**src/rtl/result_display.sv**
```systemverilog
// result_display: 16-bit word shown in decimal on a 5-digit muxed 7-seg display.
// Define RESULT_DISPLAY_SIGNED_EN to treat the word as two's complement.
module result_display #(
   parameter int unsigned SCAN_DIV = 50000
) (
   input  logic        clock,
   input  logic        reset,
   input  logic [15:0] value,
   output logic [6:0]  seg,
   output logic [4:0]  anode,
   output logic        negative,
   output logic        busy
);
   localparam logic [0:0]  S_IDLE   = 1'b0;
   localparam logic [0:0]  S_CONV   = 1'b1;
   localparam logic [15:0] DIV_LAST = 16'(SCAN_DIV - 1);

   logic [0:0]  r_state;
   logic [15:0] r_captured;
   logic [15:0] r_shift;
   logic [19:0] r_bcd;
   logic [19:0] r_digits;
   logic [3:0]  r_step;
   logic        r_busy;
   logic [15:0] r_div_cnt;
   logic [2:0]  r_scan_idx;
   logic [6:0]  r_seg;
   logic [4:0]  r_anode;

   logic [19:0] w_adj;
   logic [35:0] w_next;
   logic [15:0] w_load;
   logic        w_start;
   logic        w_latch;
   logic [4:0]  w_blank;
   logic [3:0]  w_digit;
   logic        w_dblank;

   function automatic logic [6:0] seg_code(input logic [3:0] d);
      case (d)
         4'd0:    seg_code = 7'b1000000;
         4'd1:    seg_code = 7'b1111001;
         4'd2:    seg_code = 7'b0100100;
         4'd3:    seg_code = 7'b0110000;
         4'd4:    seg_code = 7'b0011001;
         4'd5:    seg_code = 7'b0010010;
         4'd6:    seg_code = 7'b0000010;
         4'd7:    seg_code = 7'b1111000;
         4'd8:    seg_code = 7'b0000000;
         4'd9:    seg_code = 7'b0010000;
         default: seg_code = 7'b1111111;
      endcase
   endfunction

   assign w_start = (r_state == S_IDLE) && (value != r_captured);
   assign w_latch = (r_state == S_CONV) && (r_step == 4'd15);

`ifdef RESULT_DISPLAY_SIGNED_EN
   logic r_sign;
   logic r_negative;

   assign w_load   = value[15] ? (~value + 16'd1) : value;
   assign negative = r_negative;

   always_ff @(posedge clock or posedge reset) begin
      if (reset) begin
         r_sign     <= 1'b0;
         r_negative <= 1'b0;
      end else begin
         if (w_start) r_sign <= value[15];
         if (w_latch) r_negative <= r_sign;
      end
   end
`else
   assign w_load   = value;
   assign negative = 1'b0;
`endif

   // Double-dabble step: correct nibbles >= 5, then shift one bit in
   always_comb begin
      w_adj = r_bcd;
      for (int i = 0; i < 5; i++) begin
         if (r_bcd[i*4 +: 4] >= 4'd5)
            w_adj[i*4 +: 4] = r_bcd[i*4 +: 4] + 4'd3;
      end
      w_next = {w_adj, r_shift} << 1;
   end

   always_ff @(posedge clock or posedge reset) begin
      if (reset) begin
         r_state    <= S_IDLE;
         r_captured <= '0;
         r_shift    <= '0;
         r_bcd      <= '0;
         r_step     <= '0;
         r_digits   <= '0;
         r_busy     <= 1'b0;
      end else begin
         case (r_state)
            S_IDLE: begin
               if (w_start) begin
                  r_captured <= value;
                  r_shift    <= w_load;
                  r_bcd      <= '0;
                  r_step     <= '0;
                  r_busy     <= 1'b1;
                  r_state    <= S_CONV;
               end
            end
            S_CONV: begin
               r_bcd   <= w_next[35:16];
               r_shift <= w_next[15:0];
               r_step  <= r_step + 4'd1;
               if (w_latch) begin
                  r_digits <= w_next[35:16];
                  r_busy   <= 1'b0;
                  r_state  <= S_IDLE;
               end
            end
         endcase
      end
   end

   // Digit k blanks when it and all higher digits are zero
   always_comb begin
      w_blank[4] = (r_digits[19:16] == 4'd0);
      w_blank[3] = w_blank[4] && (r_digits[15:12] == 4'd0);
      w_blank[2] = w_blank[3] && (r_digits[11:8] == 4'd0);
      w_blank[1] = w_blank[2] && (r_digits[7:4] == 4'd0);
      w_blank[0] = 1'b0;
   end

   always_comb begin
      w_digit  = r_digits[3:0];
      w_dblank = w_blank[0];
      case (r_scan_idx)
         3'd1: begin w_digit = r_digits[7:4];   w_dblank = w_blank[1]; end
         3'd2: begin w_digit = r_digits[11:8];  w_dblank = w_blank[2]; end
         3'd3: begin w_digit = r_digits[15:12]; w_dblank = w_blank[3]; end
         3'd4: begin w_digit = r_digits[19:16]; w_dblank = w_blank[4]; end
         default: ;
      endcase
   end

   always_ff @(posedge clock or posedge reset) begin
      if (reset) begin
         r_div_cnt  <= '0;
         r_scan_idx <= '0;
         r_seg      <= 7'b1111111;
         r_anode    <= 5'b11111;
      end else begin
         if (r_div_cnt == DIV_LAST) begin
            r_div_cnt  <= '0;
            r_scan_idx <= (r_scan_idx == 3'd4) ? 3'd0 : r_scan_idx + 3'd1;
         end else begin
            r_div_cnt <= r_div_cnt + 16'd1;
         end
         r_anode <= ~(5'b00001 << r_scan_idx);
         r_seg   <= w_dblank ? 7'b1111111 : seg_code(w_digit);
      end
   end

   assign seg   = r_seg;
   assign anode = r_anode;
   assign busy  = r_busy;

endmodule

```
**config.mk**
```make
export PLATFORM = sky130hd
export DESIGN_NAME = result_display
export DESIGN_NICKNAME = d
export VERILOG_FILES = /design/src/rtl/result_display.sv
export SDC_FILE = /design/constraint.sdc
export NUM_CORES = 1
export LEC_CHECK = 0
export BUFFER_PORTS_ARGS = -buffer_cell sky130_fd_sc_hd__buf_2
export CORE_ASPECT_RATIO = 0.75
export CORE_MARGIN = 2
export CORE_UTILIZATION = 40
export CTS_CLUSTER_DIAMETER = 40
export DETAILED_ROUTE_END_ITERATION = 12
export HOLD_SLACK_MARGIN = 0.05
export PLACE_DENSITY = 0.66
export SETUP_SLACK_MARGIN = 0.4
export SLEW_MARGIN = 20
export SYNTH_ARGS = -nofsm -noshare
export SYNTH_HDL_FRONTEND = slang
export SYNTH_SLANG_ARGS = --single-unit
```
**constraint.sdc**
```tcl
create_clock -name clock -period 3.9 [get_ports clock]
set_input_delay 0.585 -clock clock [delete_from_list [all_inputs] [get_ports clock]]
set_output_delay 0.585 -clock clock [all_outputs]
set_load 0.01 [all_outputs]
```
; ---- Yosys cells after proc, flatten, opt, wreduce, memory -nomap -nowiden
; Memories as Yosys holds them, arrays and structs flattened.
; Cells that the tools add are included.
[word_totals]
inputBits = 18
word_cells = 71
rom_bits = 112
out_inout_bits = 14
regBits = 109
mem_count = 1
[memory_table]
columns = memory, depth, width, read_ports, rd_clocked_by_memory_dff, write_ports, line
row1 = (name not given), 16, 7, 1, 0, 0, 40  ; case (d)
[classes]
reduce_logical = 12
add_sub_neg = 8
n_eq_ne = 9
n_shift = 1
bitwise_logic = 2
order_cmp = 5
n_mux = 22
[ops]
columns = operator, count
row1 = one-hot mux 20 bit (2 select lines), 1
row2 = two-way mux 16 bit, 2
row3 = one-hot mux 16 bit (2 select lines), 1
row4 = "greater-or-equal comparator 4 x 3 -> 1 bit, second input constant", 5
row5 = two-way mux 20 bit, 1
row6 = two-way mux 4 bit, 5
row7 = "adder 16 x 1 -> 16 bit, second input constant", 1
row8 = "adder 4 x 2 -> 4 bit, second input constant", 4
row9 = "== test 16 bit, second input constant", 1
row10 = logical NOT 4 bit, 4
row11 = != test 16 bit, 1
row12 = one-hot mux 4 bit (4 select lines), 1
row13 = one-hot mux 4 bit (2 select lines), 1
row14 = two-way mux 7 bit, 1
row15 = "== test 3 x 2 -> 1 bit, second input constant", 2
row16 = two-way mux 3 bit, 2
row17 = AND reduction 2 bit, 3
row18 = logical AND 1 bit, 5
row19 = inverter 5 bit, 1
row20 = "<< shifter 1 x 3 -> 5 bit, first input constant", 1
row21 = "adder 4 x 1 -> 4 bit, second input constant", 1
row22 = "== test 4 bit, second input constant", 1
row23 = two-way mux 1 bit, 4
row24 = one-hot mux 1 bit (2 select lines), 2
row25 = 8 further kinds, 8

; ---- Logic depth before layout (Yosys ltp)
[depth]
depth_word = 6
mapped_depth = 11
ltp_nobuf = 10

; ---- Least setup slack after synthesis
; OpenSTA, ideal clock, no wires.
[synth_path]
path_kind = flip-flop to flip-flop
start = reg r_scan_idx[0]
end = reg r_seg[2] (netlist: seg[2])
slack_ns = 1.610
arrival_time_ns = 2.179
synth_period_minus_slack_ns = 2.290
path_buffers = 1
path_stages_with_launch = 11
required_time_ns = 3.789
setup_time_ns = 0.111
cell_sequence = dfrtp_1 -> inv_1 -> ha_1 -> nor4_2 -> or2_0 -> buf_2 -> mux2_2 -> inv_1 -> ha_1 -> inv_1 -> o311ai_0
[synth_via]
elab_chain_cells = 4
[synth_rtl]
columns = element, line
row1 = "start, declared", 26  ; logic [2:0] r_scan_idx;
row2 = "start signal, assigned", 154  ; r_scan_idx <= (r_scan_idx == 3'd4) ? 3'd0 : r_scan_idx + 3'd1;
row3 = "== test 3 bit, or another cell as far along", 136  ; case (r_scan_idx)
row4 = one-hot mux 4 bit (4 select lines), 136
row5 = memory read (16 x 7 bit), --
row6 = two-way mux 7 bit (*), 159  ; r_seg <= w_dblank ? 7'b1111111 : seg_code(w_digit);
row7 = "end signal, assigned", 159
row8 = "end, declared", 27  ; logic [6:0] r_seg;
; Mark *: on every way between the ends. The rest lies on a longest branch, timed or not.
; A chain may end at the register's enable or synchronous reset.

; ---- Final worst setup path
; Ends and elaborated chain as after synthesis.

==> impl_metrics.tcl <==
set metrics [dict create \
    die_w_um 137 \
    pwr-share-clk 0.237 \
    htreeDepth 3 \
    ios 32 \
    n_antenna_cell 0 \
    start_kind "flop" \
    cts_tree "done" \
    timing.hold.ws_ns 0.435 \
    final_max_slew_viol_count 0 \
    finalClockSkew_ns 0.00854 \
    async_reset_ff_frac 1.00 \
    internal_power_mw 2.78 \
    clk_transition_reported_paths_ns 0.07 \
    seqPwrFrac 0.442 \
    ys_types 48 \
    min_period_ns 2.62 \
    tightest_slew_ns 0.903 \
    synth.cell_area_um2 5330 \
    ys_warn_count 0 \
    drive_above_1_share 0.181 \
    endpoint_kind "flop" \
    reg2reg_from "r_scan_idx[0]" \
    post-route-drc-count 0 \
    final-hold-violation-count 0 \
    totalWireLength_um 10500 \
    yosysMostFrequentCell "dfrtp_1" \
    peakVddDrop_uv 288 \
    gp_congestion 0.833 \
    status "completed" \
    cts.sinks 109 \
    row_count 36 \
    antenna_left 0 \
    numCtsBuffers 9 \
    arrival_ns 2.86 \
    synth_fp_nets 547 \
    clockBufferDepth 2 \
    root_buffer "clkbuf_16" \
    ys_seq_elements 109 \
    placedCellCount 696 \
    dr.pass1.iters 5 \
    avgSynthCellArea_um2 10.5 \
    comb_power_share 0.320 \
    areaGrowthSynthToFinish_pct 12.7 \
    start_util 0.409 \
    yosys.area.top_type_share 0.456 \
    grt_pass1_wl_um 17700 \
    die_area_um2 14300 \
    rsz0062_at_grt "false" \
    nNetsFinal 574 \
    port_buffers 30 \
    cts_resized 0 \
    fin_cells 712 \
    clkLatencyLatePin_ns 0.35 \
    fin_crit_sh 0.672 \
    holdBufCountCts 0 \
    gr-usage-all-layers 0.155 \
    antenna_found_initial 0 \
    switchingPower_mw 1.48 \
    setup_tns_ns 0 \
    fillers 1191 \
    finalSetupViolations 0 \
    synth_edf_count 0 \
    p_leak_nw 2.56 \
    synth-main-ff-cell "dfrtp_1" \
    slew_headroom 0.398 \
    yosysTopAreaCell "dfrtp_1" \
    max_freq_mhz 382 \
    grt_max_degree 77 \
    coreArea_um2 13000 \
    wl_per_cell_um 14.7 \
    synth_area_leaders "dfrtp_1, o21ai_0, dfstp_2" \
    grt_overflow 0 \
    crit_fanout 5 \
    worstSetupPathType "flop to flop" \
    ys_seq_area_frac 0.515 \
    synth_commonest_cells "dfrtp_1, o21ai_0, nand2_1" \
    post-cts-setup-buffers 0 \
    vias 3732 \
    r2r-end "seg[2]" \
    p_sw_frac 0.347 \
    drv_cap 0 \
    vias_per_cell 5.24 \
    fin_util 0.461 \
    worstPathRequired_ns 4.14 \
    drtIter0Drc 145 \
    ff2ff_path_depth 9 \
    holdCritPathClass "input pin to async pin" \
    die_h_um 104 \
    synthCells 509 \
    p_per_area_nw_per_um2 711 \
    r2r_setup_slack_ns 1.28 \
    grt_pass1_vias 3693 \
    dp_hpwl_um 7030 \
]
## critical path: stages, from the launching register on
cell and delay, ns:
dfrtp_1 0.38, inv_1 0.10, ha_1 0.27, nor4_2 0.40, or2_0 0.32, mux2_2 0.42, inv_1 0.10, ha_1 0.17
inv_1 0.04, o311ai_0 0.32
## metal layers
metal	vias up	global-route usage	wire length [um]
li1	1838	-	-
met2	47	0.242	4940
met3	11	0.0390	353
met5	-	0	0
met4	0	0.0368	107
met1	1836	0.217	5070
## kinds of logic (layout without fill, tap and decap cells)
kind of cell,Yosys count,after routing,share of synthesized area
compound gates,108,108,0.117
xor+xnor,35,35,0.0576
fa+ha+maj,20,20,0.0470
buf+inv,46,78,0.0341
flops,109,109,0.515
mux,42,42,0.0843
other cells,1,1,0.000704
simple gates,148,148,0.144
## per-stage QoR
stage          power (mW)  cell area, um2  setup slack (ns)
4_1_cts              4.30            6000              1.29
2_1_floorplan        2.88            5330             0.461
3_5_place_dp         3.27            5670              1.31
5_1_grt              4.58            6000              1.00
3_3_place_gp         3.18            5670              1.46
6_report             4.26            6000              1.28
## area by class of cell
cell class / count / area (um2) / area share
clock buffer: 9 / 225 / 0.0375
clock inverter: 7 / 105 / 0.0175
inverter: 24 / 92.6 / 0.0154
multi-input combinational: 354 / 2410 / 0.402
sequential: 109 / 2740 / 0.457
tap: 171 / 214 / 0.0357
timing repair buffer: 38 / 210 / 0.0350
## worst max-delay path by stage
stage	startpoint	cells past startpoint	end	slack (ns)
6_report	r_scan_idx[0]	9	seg[2]	1.28
5_1_grt	r_scan_idx[0]	9	seg[2]	1.00
4_1_cts	r_scan_idx[0]	9	seg[2]	1.29
3_5_place_dp	r_scan_idx[0]	9	seg[2]	1.31
3_3_place_gp	r_scan_idx[0]	9	seg[2]	1.46
2_1_floorplan	reset	1	busy	0.46
## sequential cells by signal, summed over array words and instances (netlist names)
| name | cells |
|---|---|
| r_div_cnt | 16 |
| anode | 5 |
| r_step | 4 |
| r_digits | 20 |
| r_state | 1 |
| busy | 1 |
| r_shift | 16 |
| seg | 7 |
| r_captured | 16 |
| r_scan_idx | 3 |
| r_bcd | 20 |
## power by group through the flow
stage	sequential, mW	clock (mW)	combinational [mW]
finish	1.89	1.01	1.37
global route	1.94	1.08	1.56
CTS	1.88	1.04	1.38
detailed placement	1.90	0	1.37
global placement	1.88	0	1.31
floorplan	1.82	0	1.06
## cells in the final DEF, fill, tap and decap left out, types with 4 or more instances in the layout
master     instances
a21oi_1           19
buf_2             30
buf_4              8
clkbuf_16          9
dfrtp_1           97
dfstp_2           12
ha_1              20
inv_1             23
mux2_2            23
mux2i_1           19
nand2_1           45
nand2b_1           6
nand3_1           33
nand4_1           11
nor2_1            18
nor3_1             4
nor3b_1           11
o21ai_0           67
or4_1              4
xnor2_1           28
xor2_1             7
No activity file was read; power rests on OpenSTA's default activity.
